## src/rtl/id_ex_stage.sv

```systemverilog
// ID/EX pipeline boundary: registers decoded operands/control into EX and owns the stage interlock.
// Optional performance counters are present when ID_EX_PERF_CNT_EN is defined.
module id_ex_stage #(
   parameter int DATA_WIDTH = 64,
   parameter int CTRL_WIDTH = 16,
   parameter int MULTI_LAT  = 4
) (
   input  logic                  clk,
   input  logic                  reset,
   input  logic                  id_valid,
   input  logic [4:0]            id_rA_address,
   input  logic [4:0]            id_rB_address,
   input  logic [4:0]            id_rD_address,
   input  logic                  id_use_rA,
   input  logic                  id_use_rB,
   input  logic [DATA_WIDTH-1:0] id_rA_data,
   input  logic [DATA_WIDTH-1:0] id_rB_data,
   input  logic [CTRL_WIDTH-1:0] id_ctrl,
   input  logic                  id_is_load,
   input  logic                  id_is_multi,
   input  logic                  flush,
   input  logic                  mem_stall,
   output logic                  ex_valid,
   output logic [4:0]            ex_rA_address,
   output logic [4:0]            ex_rB_address,
   output logic [4:0]            ex_rD_address,
   output logic [DATA_WIDTH-1:0] ex_rA_data,
   output logic [DATA_WIDTH-1:0] ex_rB_data,
   output logic [CTRL_WIDTH-1:0] ex_ctrl,
   output logic                  ex_is_load,
   output logic                  ex_is_multi,
   output logic                  stall_id,
`ifdef ID_EX_PERF_CNT_EN
   output logic [31:0]           stall_cycles,
   output logic [31:0]           bubble_count,
`endif
   output logic                  ex_busy
);

   typedef enum logic [0:0] {RUN = 1'b0, MULTI = 1'b1} state_t;

   localparam logic       MULTI_EN  = (MULTI_LAT > 1);
   localparam logic [3:0] HOLD_INIT = 4'(MULTI_LAT - 1);

   state_t                state_r;
   state_t                state_nxt_s;
   logic [3:0]            cnt_r;
   logic [3:0]            cnt_nxt_s;
   logic                  busy_r;
   logic                  hazard_s;
   logic                  stall_s;
   logic                  update_s;
   logic                  take_s;
   logic                  bubble_evt_s;

   logic                  ex_valid_r;
   logic [4:0]            ex_rA_address_r;
   logic [4:0]            ex_rB_address_r;
   logic [4:0]            ex_rD_address_r;
   logic [DATA_WIDTH-1:0] ex_rA_data_r;
   logic [DATA_WIDTH-1:0] ex_rB_data_r;
   logic [CTRL_WIDTH-1:0] ex_ctrl_r;
   logic                  ex_is_load_r;
   logic                  ex_is_multi_r;

   // Load-use hazard: ID reads the register the load in EX is about to write (r0 included).
   always_comb begin
      hazard_s = ex_valid_r & ex_is_load_r & id_valid &
                 ((id_use_rA & (id_rA_address == ex_rD_address_r)) |
                  (id_use_rB & (id_rB_address == ex_rD_address_r)));
   end

   // Interlock next-state logic: mem_stall > multi-cycle hold > flush > load-use > capture.
   always_comb begin
      state_nxt_s  = state_r;
      cnt_nxt_s    = cnt_r;
      stall_s      = 1'b0;
      update_s     = 1'b0;
      take_s       = 1'b0;
      bubble_evt_s = 1'b0;
      if (mem_stall) begin
         stall_s = 1'b1;
      end else begin
         case (state_r)
            MULTI: begin
               stall_s = 1'b1;
               if (cnt_r > 4'd1) begin
                  cnt_nxt_s = cnt_r - 4'd1;
               end else begin
                  cnt_nxt_s   = 4'd0;
                  state_nxt_s = RUN;
               end
            end
            RUN: begin
               update_s = 1'b1;
               if (flush) begin
                  bubble_evt_s = 1'b1;
               end else if (hazard_s) begin
                  bubble_evt_s = 1'b1;
                  stall_s      = 1'b1;
               end else begin
                  take_s = id_valid;
                  if (id_valid & id_is_multi & MULTI_EN) begin
                     state_nxt_s = MULTI;
                     cnt_nxt_s   = HOLD_INIT;
                  end else begin
                     cnt_nxt_s = 4'd0;
                  end
               end
            end
            default: begin
               state_nxt_s = RUN;
               cnt_nxt_s   = 4'd0;
            end
         endcase
      end
   end

   // State, hold counter and EX pipeline registers; a non-taken update loads a bubble.
   always_ff @(posedge clk) begin
      if (reset) begin
         state_r         <= RUN;
         cnt_r           <= 4'd0;
         busy_r          <= 1'b0;
         ex_valid_r      <= 1'b0;
         ex_rA_address_r <= 5'd0;
         ex_rB_address_r <= 5'd0;
         ex_rD_address_r <= 5'd0;
         ex_rA_data_r    <= {DATA_WIDTH{1'b0}};
         ex_rB_data_r    <= {DATA_WIDTH{1'b0}};
         ex_ctrl_r       <= {CTRL_WIDTH{1'b0}};
         ex_is_load_r    <= 1'b0;
         ex_is_multi_r   <= 1'b0;
      end else begin
         state_r <= state_nxt_s;
         cnt_r   <= cnt_nxt_s;
         busy_r  <= (state_nxt_s == MULTI);
         if (update_s) begin
            if (take_s) begin
               ex_valid_r      <= 1'b1;
               ex_rA_address_r <= id_rA_address;
               ex_rB_address_r <= id_rB_address;
               ex_rD_address_r <= id_rD_address;
               ex_rA_data_r    <= id_rA_data;
               ex_rB_data_r    <= id_rB_data;
               ex_ctrl_r       <= id_ctrl;
               ex_is_load_r    <= id_is_load;
               ex_is_multi_r   <= id_is_multi;
            end else begin
               ex_valid_r      <= 1'b0;
               ex_rA_address_r <= 5'd0;
               ex_rB_address_r <= 5'd0;
               ex_rD_address_r <= 5'd0;
               ex_rA_data_r    <= {DATA_WIDTH{1'b0}};
               ex_rB_data_r    <= {DATA_WIDTH{1'b0}};
               ex_ctrl_r       <= {CTRL_WIDTH{1'b0}};
               ex_is_load_r    <= 1'b0;
               ex_is_multi_r   <= 1'b0;
            end
         end
      end
   end

`ifdef ID_EX_PERF_CNT_EN
   logic [31:0] stall_cycles_r;
   logic [31:0] bubble_count_r;

   // Free-running event counters, wrapping modulo 2^32.
   always_ff @(posedge clk) begin
      if (reset) begin
         stall_cycles_r <= 32'd0;
         bubble_count_r <= 32'd0;
      end else begin
         stall_cycles_r <= stall_cycles_r + {31'd0, stall_s};
         bubble_count_r <= bubble_count_r + {31'd0, bubble_evt_s};
      end
   end

   assign stall_cycles = stall_cycles_r;
   assign bubble_count = bubble_count_r;
`endif

   assign stall_id      = stall_s;
   assign ex_busy       = busy_r;
   assign ex_valid      = ex_valid_r;
   assign ex_rA_address = ex_rA_address_r;
   assign ex_rB_address = ex_rB_address_r;
   assign ex_rD_address = ex_rD_address_r;
   assign ex_rA_data    = ex_rA_data_r;
   assign ex_rB_data    = ex_rB_data_r;
   assign ex_ctrl       = ex_ctrl_r;
   assign ex_is_load    = ex_is_load_r;
   assign ex_is_multi   = ex_is_multi_r;

endmodule
```

## config.mk

```make
export PLATFORM = sky130hd
export DESIGN_NAME = id_ex_stage
export DESIGN_NICKNAME = d
export VERILOG_FILES = /design/src/rtl/id_ex_stage.sv
export SDC_FILE = /design/constraint.sdc
export NUM_CORES = 1
export LEC_CHECK = 0
export ABC_CLOCK_PERIOD_IN_PS = 3480
export CAP_MARGIN = 40
export CORE_AREA = 2 2 127 129
export DETAILED_ROUTE_END_ITERATION = 16
export DIE_AREA = 0 0 129 131
export PLACE_DENSITY = 0.76
export SLEW_MARGIN = 20
export SYNTH_ARGS = -nofsm -noshare
export SYNTH_HDL_FRONTEND = slang
export SYNTH_SLANG_ARGS = --single-unit
```

## constraint.sdc

```tcl
create_clock -name clk -period 3.48 [get_ports clk]
set_input_delay 0.522 -clock clk [delete_from_list [all_inputs] [get_ports clk]]
set_output_delay 0.522 -clock clk [all_outputs]
set_load 0.1 [all_outputs]
```

==> summary.md <==
| Metric | Value |
|---|---|
| Outcome | `completed` |
| Clk sink count | `167` |
| Hold Crit Class | `flop to flop` |
| Max Freq | `0.336 GHz` |
| Warnings from Yosys | `0` |
| Reg clk slew, reported paths | `60 ps` |
| Cts bufs inserted | `17` |
| Total track usage | `0.270` |
| I/O pin cnt | `332` |
| TritonRoute pass-1 iters | `4` |
| Layout Cells excl Fill | `1,137` |
| Crit Path Max Fanout | `4` |
| Cells after DPL | `approximately 1,100` |
| RSZ-0062 raised after global routing | `no` |
| Async set-or-reset flop fraction in the synthesized netlist | `0` |
| Die Ht | `between 100 and 150 um` |
| Die area | `roughly 17,000 um2` |
| VDD IR max | `0.352 mV` |
| LEAKAGE | `4.93 nW` |
| Final WS setup | `roughly 500 ps` |
| Syn avg cell area | `12.5 um2` |
| Mapped cell area | `about 5300 um2` |
| Pre-CTS setup slack | `531 ps` |
| First-pass GRT wire length | `34,700 um` |
| Critical Path RT | `approximately 3000 ps` |
| Post-DP HPWL | `17,300 um` |
| Post-CTS Resized | `0` |
| Critical path launch point type | `primary input` |
| Critical path endpoint category | `output port` |
| Largest net degree at the start of global routing | `just over 80` |
| Routability cong. | `between 0.8 and 0.9` |
| Hold buffer count at cts | `0` |
| Antenna violations before repair | `0` |
| Core region area | `15,600 um2` |
| EDFF count, synth | `0` |
| Inserted Diodes | `0` |
| Pwr per Cell Area | `384 nW/um2` |
| Vias in the first global route | `between 6,000 and 7,000` |
| Row Count | `46` |
| Rel. slew slack | `0.532` |
| Worst Path Arrival | `between 2000 and 2500 ps` |
| Layout area overhead | `135%` |
| H-tree levels | `4` |
| Max capacitance violation total | `0` |
| Clock latency on the worst-skew pair | `410 ps` |
| Worst Tran Pin Value | `693 ps` |
| Final WL | `23,400 um` |
| Tcrit/Tclk final | `0.854` |
| Skew final | `15.1 ps` |
| Vias/cell | `between 5 and 6` |
| FF+latch count, synth | `167` |
| Final Hold Fails | `0` |
| FF+latch area | `roughly 3300 um2` |
| Share of cells above drive strength 1 | `0.217` |
| Seq/Total Area, Yosys | `0.628` |
| Initial Util | `0.341` |
| PortBufs | `approximately 330` |
| Root buf cell | `clkbuf_16` |
| Filler cells | `788` |
| Synth Net Count | `just under 600` |
| Nets | `1,080` |
| Final Critical Period | `2970 ps` |
| Die width | `129 um` |
| CTS tree | `built` |
| Post-CTS setup buffer count | `0` |
| Initial DRC count | `between 400 and 500` |
| Endpoints failing setup | `0` |
| Routed len/inst | `20.6 um` |
| Final slew viol count | `0` |
| Overflow after GRT | `0` |
| Via count | `about 5,800` |
| Antenna Violating Nets Remaining | `0` |
| DRC violations left | `0` |
| Area of the multi-input gates | `1820 um2` |
| Synth cell types | `30` |
| Setup Crit Path Kind | `primary input to output port` |
| Setup_tns | `0 ps` |
| Clock buffer depth | `2` |
| Ys flop type | `dfxtp_1` |
| Reg2reg setup slack | `1370 ps` |
| Cells after Synth | `about 430` |
logic make-up after synthesis:
logic type / Yosys count / synth area share
compound gates: 178 / 0.288
xor+xnor: 10 / 0.0164
fa+ha+maj: 2 / 0.00470
buf+inv: 41 / 0.0324
flops: 167 / 0.628
simple gates: 29 / 0.0310
sequential cells by signal, summed over array words and instances, names as in the netlist:
signal	cells
ex_rA_data	64
ex_valid	1
ex_is_multi	1
ex_rA_address	5
ex_rD_address	5
cnt_r	4
ex_ctrl	16
ex_rB_address	5
ex_busy	1
ex_is_load	1
ex_rB_data	64
metal layers:
layer | global-route usage | routed length [um] | share of wire | vias up
met5 | 0 | 0 | 0 | -
met4 | 0.141 | 985 | 0.042 | 0
met3 | 0.0713 | 1460 | 0.062 | 68
met2 | 0.507 | 12900 | 0.55 | 305
met1 | 0.275 | 8030 | 0.34 | 2778
li1 | - | - | - | 2612
report_power, final:
part           internal [mW]  switching (mW)
combinational          0.470           0.556
sequential              1.96          0.0366
clock                   1.04           0.737
total                   3.47            1.33
worst paths after layout:
path / from / to / cells past startpoint
setup / recovery: id_valid / stall_id / 7
hold / removal: ex_ctrl[15] / ex_ctrl[15] / 1
setup reg to reg: ex_rD_address[4] / ex_rA_data[28] / 6
hold reg to reg: ex_ctrl[15] / ex_ctrl[15] / 1
layout make-up:
class                           count  share of cell area
Clock buffer                       23              0.0383
Clock inverter                      7             0.00561
Inverter                            5             0.00150
Multi-Input combinational cell    219               0.146
Sequential cell                   167               0.268
Tap cell                          216              0.0216
Timing Repair Buffer              500               0.520
stage by stage:
| stage | area (um2) | total power [mW] | hold WS, ps | util |
|---|---|---|---|---|
| 6_report | 12500 | 4.80 | 475 | 0.801 |
| 5_1_grt | 12500 | 4.95 | 488 | 0.801 |
| 4_1_cts | 12500 | 4.83 | 476 | 0.801 |
| 3_5_place_dp | 11900 | 3.06 | 454 | 0.766 |
| 3_3_place_gp | 8870 | 2.83 | 455 | 0.569 |
| 2_1_floorplan | 5330 | 2.51 | 465 | - |
critical path, cell delays in order:
cell             delay (ps)
clkdlybuf4s50_1         540
nand3_1                 170
nor4_1                  460
and2_1                  300
nor2_1                   80
o21ai_2                 180
buf_12                  200
Yosys cell counts (all sizes together), types with 3 or more instances:
cell | instances | area share
nor2 | 5 | 0.0035
xor2 | 3 | 0.0049
inv | 5 | 0.0035
a22o | 160 | 0.26
nor3 | 3 | 0.0028
xnor2 | 7 | 0.012
nand3 | 5 | 0.0047
a21oi | 4 | 0.0038
dfxtp | 167 | 0.63
clkbuf | 21 | 0.015
and3 | 3 | 0.0035
o21ai | 3 | 0.0028
nand2 | 4 | 0.0028
nor4 | 3 | 0.0063
buf | 15 | 0.014
layout by cell type, fill, tap and decap left out, types with 3 or more instances in the layout:
cell / instances
nor3_1: 3
xor2_1: 3
dfxtp_1: 167
clkbuf_8: 3
clkinv_2: 3
clkbuf_1: 3
a22o_1: 160
clkbuf_16: 17
nand2_1: 4
buf_12: 5
xnor2_1: 7
clkdlybuf4s50_1: 330
inv_1: 5
buf_8: 113
buf_16: 50
nor2_1: 4
and3_1: 3
nand3_1: 5
a21oi_1: 4
Power figures use the tool's default switching activity.
